File: config.mk
export PLATFORM = sky130hd
export DESIGN_NAME = store_unit
export DESIGN_NICKNAME = d
export VERILOG_FILES = /design/src/rtl/store_pkg.sv /design/src/rtl/st_lane_fmt.sv /design/src/rtl/store_unit.sv
export SDC_FILE = /design/constraint.sdc
export NUM_CORES = 1
export LEC_CHECK = 0
export CORE_ASPECT_RATIO = 0.75
export CORE_UTILIZATION = 48
export CTS_BUF_LIST = sky130_fd_sc_hd__clkbuf_4 sky130_fd_sc_hd__clkbuf_8
export DETAILED_ROUTE_END_ITERATION = 12
export GPL_ROUTABILITY_DRIVEN = 0
export PLACE_DENSITY = 0.95
export REMOVE_ABC_BUFFERS = 1
export SLEW_MARGIN = 20
export SYNTH_ARGS = -nofsm -noshare
export SYNTH_HDL_FRONTEND = slang
export SYNTH_SLANG_ARGS = --single-unit
export TNS_END_PERCENT = 50
File: constraint.sdc
create_clock -name clk -period 5 [get_ports clk]
set_clock_uncertainty 0.2 [all_clocks]
set_input_delay 0.75 -clock clk [delete_from_list [all_inputs] [get_ports clk]]
set_output_delay 0.75 -clock clk [all_outputs]
set_load 0.01 [all_outputs]
File: src/rtl/store_pkg.sv
// Shared encodings and address-map constants for the memory-stage store engine.
package store_pkg;

  typedef enum logic [1:0] {
    ST_SW   = 2'b00,
    ST_SH   = 2'b01,
    ST_SB   = 2'b10,
    ST_NONE = 2'b11
  } st_type_e;

  localparam logic [31:0] DM_BASE      = 32'h0000_0000;
  localparam logic [31:0] DM_LIMIT     = 32'h0000_2FFF;
  localparam logic [31:0] TIMER0_BASE  = 32'h0000_7F00;
  localparam logic [31:0] TIMER0_LIMIT = 32'h0000_7F0B;
  localparam logic [31:0] TIMER1_BASE  = 32'h0000_7F10;
  localparam logic [31:0] TIMER1_LIMIT = 32'h0000_7F1B;
  localparam logic [31:0] INTGEN_BASE  = 32'h0000_7F20;
  localparam logic [31:0] INTGEN_LIMIT = 32'h0000_7F23;

  // Timer count register is read-only from the CPU side.
  localparam logic [31:0] TIMER_COUNT_OFF = 32'd8;

  localparam logic [4:0] EXC_ADES = 5'd5;

  typedef enum logic {
    S_IDLE = 1'b0,
    S_REQ  = 1'b1
  } st_state_e;

  function automatic logic in_region(input logic [31:0] a, input logic [31:0] base,
                                     input logic [31:0] limit);
    return (a >= base) && (a <= limit);
  endfunction

endpackage

File: src/rtl/st_lane_fmt.sv
// Byte-lane formatter: replicates store data across lanes and builds byte enables.
module st_lane_fmt
  import store_pkg::*;
(
  input  st_type_e    st_type,
  input  logic [1:0]  addr_lo,
  input  logic [31:0] data,
  output logic [3:0]  byte_en,
  output logic [31:0] wdata
);

  always_comb begin
    byte_en = 4'b0000;
    wdata   = 32'h0;
    case (st_type)
      ST_SW: begin
        byte_en = 4'b1111;
        wdata   = data;
      end
      ST_SH: begin
        byte_en = addr_lo[1] ? 4'b1100 : 4'b0011;
        wdata   = {2{data[15:0]}};
      end
      ST_SB: begin
        byte_en = 4'b0001 << addr_lo;
        wdata   = {4{data[7:0]}};
      end
      default: ;
    endcase
  end

endmodule

File: src/rtl/store_unit.sv
// Memory-stage store engine: legality check, lane formatting and a req/ack write
// handshake that stalls the pipeline until the write is acknowledged or times out.
module store_unit
  import store_pkg::*;
#(
  parameter int unsigned TIMEOUT = 15
) (
  input  logic        clk,
  input  logic        reset,
  input  logic        M_StValid,
  input  logic [1:0]  M_StType,
  input  logic [31:0] M_Addr,
  input  logic [31:0] M_Data,
  input  logic        M_Flush,
  output logic        M_Stall,
  output logic        M_ExcAdES,
  output logic        M_BusErr,
  output logic        B_Req,
  output logic [31:0] B_Addr,
  output logic [31:0] B_WData,
  output logic [3:0]  B_ByteEn,
  input  logic        B_Ack,
  input  logic        B_Err,
  output st_state_e   dbg_state
);

  // Handshake: B_Req rises the cycle after acceptance and holds with stable
  // B_Addr/B_WData/B_ByteEn until a cycle with B_Ack high (B_Err is only
  // meaningful alongside B_Ack) or until TIMEOUT REQ cycles have elapsed.

  localparam logic [7:0] CNT_LAST = 8'(TIMEOUT - 1);

  st_state_e   state_q, state_d;
  logic [7:0]  cnt_q, cnt_d;
  logic [31:0] addr_q, addr_d;
  logic [31:0] wdata_q, wdata_d;
  logic [3:0]  be_q, be_d;
  logic        bus_err_q, bus_err_d;

  st_type_e    st_type;
  logic        is_store, misaligned;
  logic        in_dm, in_t0, in_t1, in_ig, in_timer, is_count, timer_bad;
  logic [31:0] t0_off, t1_off;
  logic        accept, last_cycle;
  logic [3:0]  fmt_be;
  logic [31:0] fmt_wdata;

  assign st_type  = st_type_e'(M_StType);
  assign is_store = M_StValid && (st_type != ST_NONE);

  assign misaligned = ((st_type == ST_SW) && (M_Addr[1:0] != 2'b00)) ||
                      ((st_type == ST_SH) && M_Addr[0]);

  assign in_dm    = in_region(M_Addr, DM_BASE, DM_LIMIT);
  assign in_t0    = in_region(M_Addr, TIMER0_BASE, TIMER0_LIMIT);
  assign in_t1    = in_region(M_Addr, TIMER1_BASE, TIMER1_LIMIT);
  assign in_ig    = in_region(M_Addr, INTGEN_BASE, INTGEN_LIMIT);
  assign in_timer = in_t0 || in_t1;

  // Word offset inside the timer block, so sub-word hits on the count word also trap.
  assign t0_off   = (M_Addr - TIMER0_BASE) & ~32'd3;
  assign t1_off   = (M_Addr - TIMER1_BASE) & ~32'd3;
  assign is_count = (in_t0 && (t0_off == TIMER_COUNT_OFF)) ||
                    (in_t1 && (t1_off == TIMER_COUNT_OFF));
  assign timer_bad = in_timer && ((st_type != ST_SW) || is_count);

  assign M_ExcAdES = is_store &&
                     (misaligned || !(in_dm || in_timer || in_ig) || timer_bad);

  assign accept     = (state_q == S_IDLE) && is_store && !M_ExcAdES && !M_Flush;
  assign last_cycle = (cnt_q == CNT_LAST);
  assign M_Stall    = accept || ((state_q == S_REQ) && !B_Ack && !last_cycle);

  st_lane_fmt u_lane_fmt (
    .st_type (st_type),
    .addr_lo (M_Addr[1:0]),
    .data    (M_Data),
    .byte_en (fmt_be),
    .wdata   (fmt_wdata)
  );

  always_comb begin
    state_d   = state_q;
    cnt_d     = cnt_q;
    addr_d    = addr_q;
    wdata_d   = wdata_q;
    be_d      = be_q;
    bus_err_d = 1'b0;
    case (state_q)
      S_IDLE: begin
        if (accept) begin
          addr_d  = {M_Addr[31:2], 2'b00};
          wdata_d = fmt_wdata;
          be_d    = fmt_be;
          cnt_d   = 8'd0;
          state_d = S_REQ;
        end
      end
      S_REQ: begin
        // Flush is deliberately not looked at here: the write is already on the bus.
        if (B_Ack) begin
          state_d   = S_IDLE;
          bus_err_d = B_Err;
        end else if (last_cycle) begin
          state_d   = S_IDLE;
          bus_err_d = 1'b1;
        end else begin
          cnt_d = cnt_q + 8'd1;
        end
      end
      default: state_d = S_IDLE;
    endcase
  end

  always_ff @(posedge clk or negedge reset) begin
    if (!reset) begin
      state_q   <= S_IDLE;
      cnt_q     <= 8'd0;
      addr_q    <= 32'h0;
      wdata_q   <= 32'h0;
      be_q      <= 4'b0000;
      bus_err_q <= 1'b0;
    end else begin
      state_q   <= state_d;
      cnt_q     <= cnt_d;
      addr_q    <= addr_d;
      wdata_q   <= wdata_d;
      be_q      <= be_d;
      bus_err_q <= bus_err_d;
    end
  end

  assign B_Req     = (state_q == S_REQ);
  assign B_Addr    = addr_q;
  assign B_WData   = wdata_q;
  assign B_ByteEn  = be_q;
  assign M_BusErr  = bus_err_q;
  assign dbg_state = state_q;

endmodule

After elaboration in Yosys (flattened, before gate mapping). Index checks and enable logic that the tools add are counted. W data, S select, Z words.

Input port bits: 72. Bits in read-only memories: 0. Output and inout bits: 73. Latch bits: 0. Memory bits (writable): 0. Memories kept: 0. Flip-flop bits (word level): 76. Word-level logic and storage cells: 77.

Add/subtract/negate cells: 3. Equality and inequality tests: 9. Reductions and logical operators: 35. Div/mod/pow operators: 0. Bitwise logic cells: 1. Shift operators: 1. Multipliers: 0. Order comparisons: 8. Mux-type cells: 14.

Operator list (number): $ge A32 B15 Y1 const B (3); $le A32 B15 Y1 const B (3); $pmux W32 S3 (1); $sub A32 B15 Y32 const B (2); $eq A30 B2 Y1 const B (2); $ge A32 B1 Y1 const B (1); $le A32 B14 Y1 const B (1); $mux W8 (3); $logic_and A1 B1 Y1 (16); $pmux W8 S2 (1); $pmux W4 S3 (1); $logic_or A1 B1 Y1 (9); $add A8 B1 Y8 const B (1); $eq A8 B4 Y1 const B (1); $ne A2 B2 Y1 const B (4); $mux W1 (6); $logic_not A1 Y1 (5); $mux W4 (1); $reduce_bool A2 Y1 (2); $shl A1 B2 Y4 const A (1); $reduce_and A3 Y1 (1); $eq A2 B1 Y1 const B (1); $eq A2 B2 Y1 const B (1); $logic_not A2 Y1 (1); 3 further kinds (3).

Depth between registers and ports, before layout.
Depth after elaboration: 14. Gate-level depth with buffers: 10. Depth with buffers taken out: 7.

Cells and area by module. From an unflattened synthesis, not the netlist that was laid out.

Cells, all modules: 333. Area, all modules: 4001.3 µm².

By module, submodules not included: store_unit (sequential area each 1901.8 µm², cells each 252, area an instance 3467.1 µm², instances 1); st_lane_fmt (sequential area each 0.0 µm², cells each 81, area an instance 534.3 µm², instances 1).

Worst setup path before layout. Ideal clock, no wire load.

Path kind: input -> output. Start point: input M_Addr[4]. End point: output M_Stall. Data arrival time: 2.245 ns. Buffers on the path: 2. Path slack: 1.805 ns. Required time: 4.050 ns. Cell stages on the path: 7. Cell sequence: or3b_1 > a221o_1 > o2111ai_1 > a211o_1 > buf_4 > buf_4 > nand2_1.

Word-level cells in the longest chain between the ends: 13. Elaborated cells between the ends (all ways): 32. Those cells by class: add/sub (2); order compare (8); eq/ne (2); reduce/logical (20).

RTL lines: start: declaration (line store_unit.sv:12) `input logic [31:0] M_Addr,`; parallel branches: the longest is 7 deep, another holds $sub A32 B15 Y32; $logic_or A1 B1 Y1 * (line store_unit.sv:68) `(misaligned || !(in_dm || in_timer || in_ig) || timer_bad);`; $logic_and A1 B1 Y1 * (line store_unit.sv:67) `assign M_ExcAdES = is_store &&`; $logic_not A1 Y1 * (line store_unit.sv:70) `assign accept = (state_q == S_IDLE) && is_store && !M_ExcAdES && !M_Flush;`; $logic_and A1 B1 Y1 * (2 in a row) (line store_unit.sv:70); $logic_or A1 B1 Y1 * (line store_unit.sv:72) `assign M_Stall = accept || ((state_q == S_REQ) && !B_Ack && !last_cycle);`; end: declaration (line store_unit.sv:15) `output logic M_Stall,`.

Every way passes the cells marked *.

Worst setup path after layout.
Start point: input M_Addr[3]. End point: output M_ExcAdES.

Word-level cells in the longest chain between the ends: 9. Elaborated cells between the ends (all ways): 28. Those cells by class: add/sub (2); order compare (8); eq/ne (2); reduce/logical (16).

RTL lines: parallel branches: the longest is 7 deep, another holds $sub A32 B15 Y32; $logic_or A1 B1 Y1 * (line store_unit.sv:68); $logic_and A1 B1 Y1 * (line store_unit.sv:67); end: declaration (line store_unit.sv:16) `output logic M_ExcAdES,`.

Marks and branches as above.

==> flow_metrics.env <==
export IMPL_worstPathArrival_ns=3.27
export IMPL_cpPeakStageDelay_ns=0.55
export IMPL_worst_setup_path_type="input port to output port"
export IMPL_initial_core_util_pct=49.7
export IMPL_startpoint_type="input port"
export IMPL_synth_seq_cells=76
export IMPL_cts_tree="done"
export IMPL_busiest_layer="met2"
export IMPL_cp_end_kind="output port"
export IMPL_async_flop_share_pct=100
export IMPL_reg2reg_slack_ns=2.57
export IMPL_drv_slew=0
export IMPL_final_period_utilization_pct=84.4
export IMPL_fin_nets=555
export IMPL_ant_nets=0
export IMPL_insertion_delay_ns=0.34
export IMPL_vias=3141
export IMPL_pwr_density_cell_mw_per_mm2=228
export IMPL_routed_wl_um=9790
export IMPL_hpwl_um=7000
export IMPL_dieHeight_um=77.5
export IMPL_ys_warn_count=0
export IMPL_die_area_mm2=0.00795
export IMPL_syn_instance_count=341
export IMPL_synth_area_mm2=0.00365
export IMPL_grt_usage_pct=25.6
export IMPL_grtUsageMet1_pct=30.5
export IMPL_hold_viol=0
export IMPL_drc=2
export IMPL_min_period_ns=4.22
export IMPL_tightest_slew_ns=0.952
export IMPL_p_leak_nw=2.40
export IMPL_path_buf_inv=2
export IMPL_post_cts_buffers=0
export IMPL_drive_gt1_share_pct=10.7
export IMPL_r2r_end="B_WData[29]$_DFFE_PN0P_"
export IMPL_worstPathCellList="clkdlybuf4s50_1, or3b_1, a221o_1, o2111ai_1, a21oi_1, a21oi_1, o21a_1, clkdlybuf4s50_1"
export IMPL_die_w_um=103
export IMPL_use_met2_pct=42.8
export IMPL_cp_max_fo=4
export IMPL_fmax_mhz=237
export IMPL_first_iter_violations=138
export IMPL_cts_path_max_buffers=2
export IMPL_root_buffer="clkbuf_8"
export IMPL_holdPathStages=2
export IMPL_rsz0062_at_grt="false"
export IMPL_antenna_found_initial=0
export IMPL_yosysSeqAreaShare_pct=52.2
export IMPL_slew_headroom_pct=36.5
export IMPL_grt_pass1_vias=3218
export IMPL_tns_ns=0
export IMPL_num_io_pins=145
export IMPL_dr_pass1_iters=8
export IMPL_worstPathRequired_ns=4.05
export IMPL_crit_family="buffers and inverters"
export IMPL_grt_use_met3_pct=10.5
export IMPL_ctsHoldBuffers=0
export IMPL_cts_resized=0
export IMPL_reg2regPathDepth=6
export IMPL_synth_edff_count=0
export IMPL_critical_path_slowest_cell="clkdlybuf4s50_1"
export IMPL_core_area_mm2=0.00733
export IMPL_synth_cell_types=48
export IMPL_outcome="finished with violations"
export IMPL_ir_drop_v=0.000187
export IMPL_portBuffers=142
export IMPL_grt_overflow=0
export IMPL_synth_avg_cell_area_um2=10.7
export IMPL_synth_ff_type="dfrtp_1"
export IMPL_vias_per_cell=5.35
export IMPL_fin_util_pct=72.6
export IMPL_rows=27
export IMPL_rr_startpoint="B_Req$_DFF_PN0_"
export IMPL_hp_class="register to register"
export IMPL_grt_max_degree=77
export IMPL_wl_per_cell_um=16.7
export IMPL_synthToLayoutAreaGrowth_pct=45.9
export IMPL_cts_sinks=76
export IMPL_violations="DRC"
export IMPL_hold_end="B_WData[20]$_DFFE_PN0P_"
export IMPL_cts_made_buffers=9
export IMPL_path_clk_slew_ns=0.09
export IMPL_max_cap_viol_count=0
export IMPL_hp_start="B_WData[20]$_DFFE_PN0P_"
export IMPL_grt_pass1_wl_um=15400
export IMPL_finalSetupViolCount=0
export IMPL_htreeDepth=3
export IMPL_diodes=0
placed cells by master, fill, tap and decap left out, types with 2 or more instances in the layout:
master and instances:
or2_2 2, o21ai_0 22, mux2_1 27, clkdlybuf4s50_1 141
a22oi_1 8, mux2i_1 8, buf_4 7, clkbuf_8 9
ha_1 2, o31ai_1 4, nand2b_1 4, clkinvlp_4 3
conb_1 2, nand3_1 11, a21oi_1 13, dfrtp_1 76
nor2_1 8, inv_1 11, nor4_1 3, and2_1 18
nand2_1 48, nor3_1 4, nor2b_1 2, a31o_2 3
or4_1 3, nand4b_1 3, o21ai_2 20
worst reg2reg max path, delay by kind of cell, from the launching register on:
family	cells	cell delay (ns)
flops	1	0.50
simple gates	3	0.50
compound gates	1	0.35
buf+inv	1	0.34
mux	1	0.41
per-stage QoR:
stage	power (mW)	area (µm²)	std cells	hold WS [ns]	setup WS (ns)
CTS	1.22	5320	587	0.285	0.782
global placement	0.751	5120	571	0.261	0.847
finish	1.21	5320	587	0.281	0.782
global route	1.26	5320	587	0.301	0.647
floorplan	0.661	3530	322	0.254	1.12
detailed placement	0.754	5120	571	0.266	0.791
cells in the mapped netlist, types with 2 or more instances:
master,count,area [µm²]
clkbuf_1,6,22.5
buf_4,7,52.6
or4_1,3,22.5
buf_2,4,20.0
mux2i_1,8,80.1
nand2_1,48,180
nor3_1,4,20.0
inv_1,11,41.3
or2_2,2,12.5
mux2_1,27,304
ha_1,2,25.0
nand3_1,11,55.1
nor2b_1,2,12.5
and2_1,18,113
nor2_1,8,30.0
buf_6,2,22.5
o31ai_1,4,30.0
a22oi_1,8,60.1
o21ai_2,20,175
dfrtp_1,76,1900
a21oi_1,13,65.1
nand2b_1,4,25.0
o21ai_0,22,110
a31o_2,3,26.3
nor4_1,3,18.8
nand4b_1,3,26.3
cell type report:
cell class,instances,area (µm²)
flip-flops and latches,76,1900
well taps,101,126
fillers,550,2010
clock buffers,9,124
repair buffers,148,1460
inverters,11,41.3
clock inverters,7,75.1
multi-input cells,235,1590
metal layers:
metal / vias up / routed length, µm / part of all wire (%)
li1: 1484 / - / -
met4: 0 / 70 / 0.71
met5: - / 0 / 0
met3: 9 / 1020 / 10
met1: 1515 / 3920 / 40
met2: 133 / 4780 / 49
state kept, by name, indices dropped and copies added (netlist names):
| name | cells |
|---|---|
| M_BusErr | 1 |
| B_Req | 1 |
| B_WData | 32 |
| cnt_q | 8 |
| B_ByteEn | 4 |
| B_Addr | 30 |
power breakdown:
group | leakage (nW) | switching (mW) | total, mW | internal (mW)
Sequential | 1.04 | 0.00000643 | 0.614 | 0.614
Combinational | 1.26 | 0.0595 | 0.128 | 0.0681
Clock | 0.0918 | 0.237 | 0.469 | 0.232
worst max-delay path by stage:
stage | depth (start not counted) | start | to | slack [ns]
after CTS | 8 | M_Addr[4] | M_ExcAdES | 0.78
after global routing | 8 | M_Addr[3] | M_ExcAdES | 0.65
after floorplan | 5 | M_Addr[4] | M_Stall | 1.12
after global placement | 8 | M_Addr[3] | M_ExcAdES | 0.85
after detailed placement | 8 | M_Addr[3] | M_ExcAdES | 0.79
final | 8 | M_Addr[3] | M_ExcAdES | 0.78
logic make-up (layout without fill, tap and decap cells):
| family | count (synthesis) | in the layout | share of synthesized area (%) |
|---|---|---|---|
| simple gates | 114 | 114 | 16.2 |
| compound gates | 81 | 81 | 15.6 |
| flops | 76 | 76 | 52.2 |
| mux | 35 | 35 | 10.5 |
| buf+inv | 31 | 175 | 4.46 |
| fa+ha+maj | 2 | 2 | 0.686 |
| other cells | 1 | 2 | 0.103 |
| xor+xnor | 1 | 1 | 0.240 |
Note: power is estimated with default switching activity, not from simulation.
==> RTL change (config.mk and constraints unchanged) <==
Put one more register stage on the output `dbg_state`, without a reset. The value now appears one clock later. The other outputs are not delayed to match.
--- a/src/rtl/store_unit.sv
+++ b/src/rtl/store_unit.sv
@@ -136,5 +136,7 @@
   assign B_ByteEn  = be_q;
   assign M_BusErr  = bus_err_q;
-  assign dbg_state = state_q;
+  always_ff @(posedge clk) begin
+    dbg_state <= state_q;
+  end
 
 endmodule
Function: changed (a bounded check fails within 4 cycles, from zero or initial values and one cycle with reset low).
==> RTL change against the original RTL <==
- die area is 0.34% higher
- worst hold slack better by 0.0023 ns
- synthesized cell count stayed put
- sequential power is 1% higher
- synthesized area is 0.34% higher
- sequential cell count is 1 higher
- power is 2.6% lower
- non-clock buffer count stayed put
- final area stayed put
- count of clock-buffer cells in the layout stayed put
- setup slack worse by 0.041 ns
- sequential share of layout area is 0.38 points higher
- largest cell class unchanged
- largest power group unchanged
- routed wire length is 0.70% lower
==> RTL change: results (changes against the original RTL) <==
INFO  synthesis      synth_async_sr_flop_share=0.987 [-0.0130]
INFO  timing         tightestPinTransition=0.967ns [+0.0150 ns]
INFO  grt            via_count_of_the_first_global_routing_pass=3,191 [-0.84%]
INFO  hold_path      min_to=B_WData[22]
INFO  critical_path  r2r_end=B_Addr[8]
INFO  synthesis      synth_seq_area_share=0.525 [+0.00369]
INFO  power_and_ir_drop power_switching=0.000304W [+2.6%]
INFO  critical_path  cpLargestDelayFamily=compound AO/OA/AOI/OAI gates
INFO  hold_path      hp-start=B_WData[22]
INFO  synthesis      post_synth_main_area_contributors=sky130_fd_sc_hd__dfrtp_1 52%, sky130_fd_sc_hd__mux2_1 8.3%, sky130_fd_sc_hd__nand2_1 4.9%
INFO  finish         layout_cell_share_with_drive_strength_beyond_1=0.107 [-0.000220]
INFO  place          instance_count_after_placement_with_tap_cells_included=572 [+0.18%]
INFO  grt            grtUsageTotal=0.255 [-0.000890]
INFO  power_and_ir_drop p_seq=0.000622W [+1%]
INFO  routing        vias=3,126 [-0.48%]
INFO  finish         layout.cells.non_filler=588 [+0.17%]
INFO  routing        totalWireLength=9730um [-0.70%]
INFO  finish         nets=556 [+0.18%]
INFO  run_status     outcome=finished, final reports clean
INFO  grt            grt_first_pass_wirelength=15,300um [-0.54%]
INFO  critical_path  worstPathArrival=3.31ns [+0.04 ns]
INFO  routing        drtPass1Iterations=4 [-4]
INFO  routing        starting_drc_count_in_detailed_routing=104 [-25%]
INFO  critical_path  reg2reg_setup_slack=2.58ns [about the same]
INFO  power_and_ir_drop cellLeakagePower=2.40nW [+0.12%]
-- RTL change: cell count changes after synthesis --
cell,before,now
sky130_fd_sc_hd__dfxtp_1,0,1
sky130_fd_sc_hd__buf_4,7,6
-- RTL change: cell type report --
cell class / count / area, um2
Multi-Input combinational cell: 235 / 1590
Fill cell: 550 / 2050
Timing Repair Buffer: 148 / 1460
Sequential cell: 77 / 1920
Clock inverter: 7 / 55.1
Clock buffer: 9 / 124
Tap cell: 101 / 126
Inverter: 11 / 41.3
-- RTL change: cell families after synthesis --
family / synth area share
XOR/XNOR: 0.00239
other: 0.00103
adder cells (fa/ha/maj): 0.00684
buffers and inverters: 0.0424
AND/OR/NAND/NOR: 0.161
multiplexers: 0.105
AO/OA/AOI/OAI: 0.156
flip-flops: 0.525
-- RTL change: worst max path at each step --
stage	from	endpoint	slack [ns]	depth (start not counted)
CTS	M_Addr[3]	M_ExcAdES	0.75	8
global route	M_Addr[3]	M_ExcAdES	0.61	8
floorplan	M_Addr[4]	M_Stall	1.12	5
finish	M_Addr[3]	M_ExcAdES	0.74	8
detailed placement	M_Addr[3]	M_ExcAdES	0.75	8
global placement	M_Addr[3]	M_ExcAdES	0.85	8
-- RTL change: stage by stage --
step	utilization	setup WS, ns	total power [W]	area [um2]
floorplan	-	1.12	0.000669	3550
global placement	0.698	0.845	0.000759	5140
detailed placement	0.698	0.754	0.000763	5140
CTS	0.722	0.749	0.00119	5320
global route	0.722	0.613	0.00123	5320
finish	0.722	0.741	0.00118	5320
-- RTL change: layer usage --
metal,track usage,share of wire
met5,0,0
met4,0.0789,0.0088
met3,0.0820,0.082
met2,0.439,0.48
met1,0.300,0.43
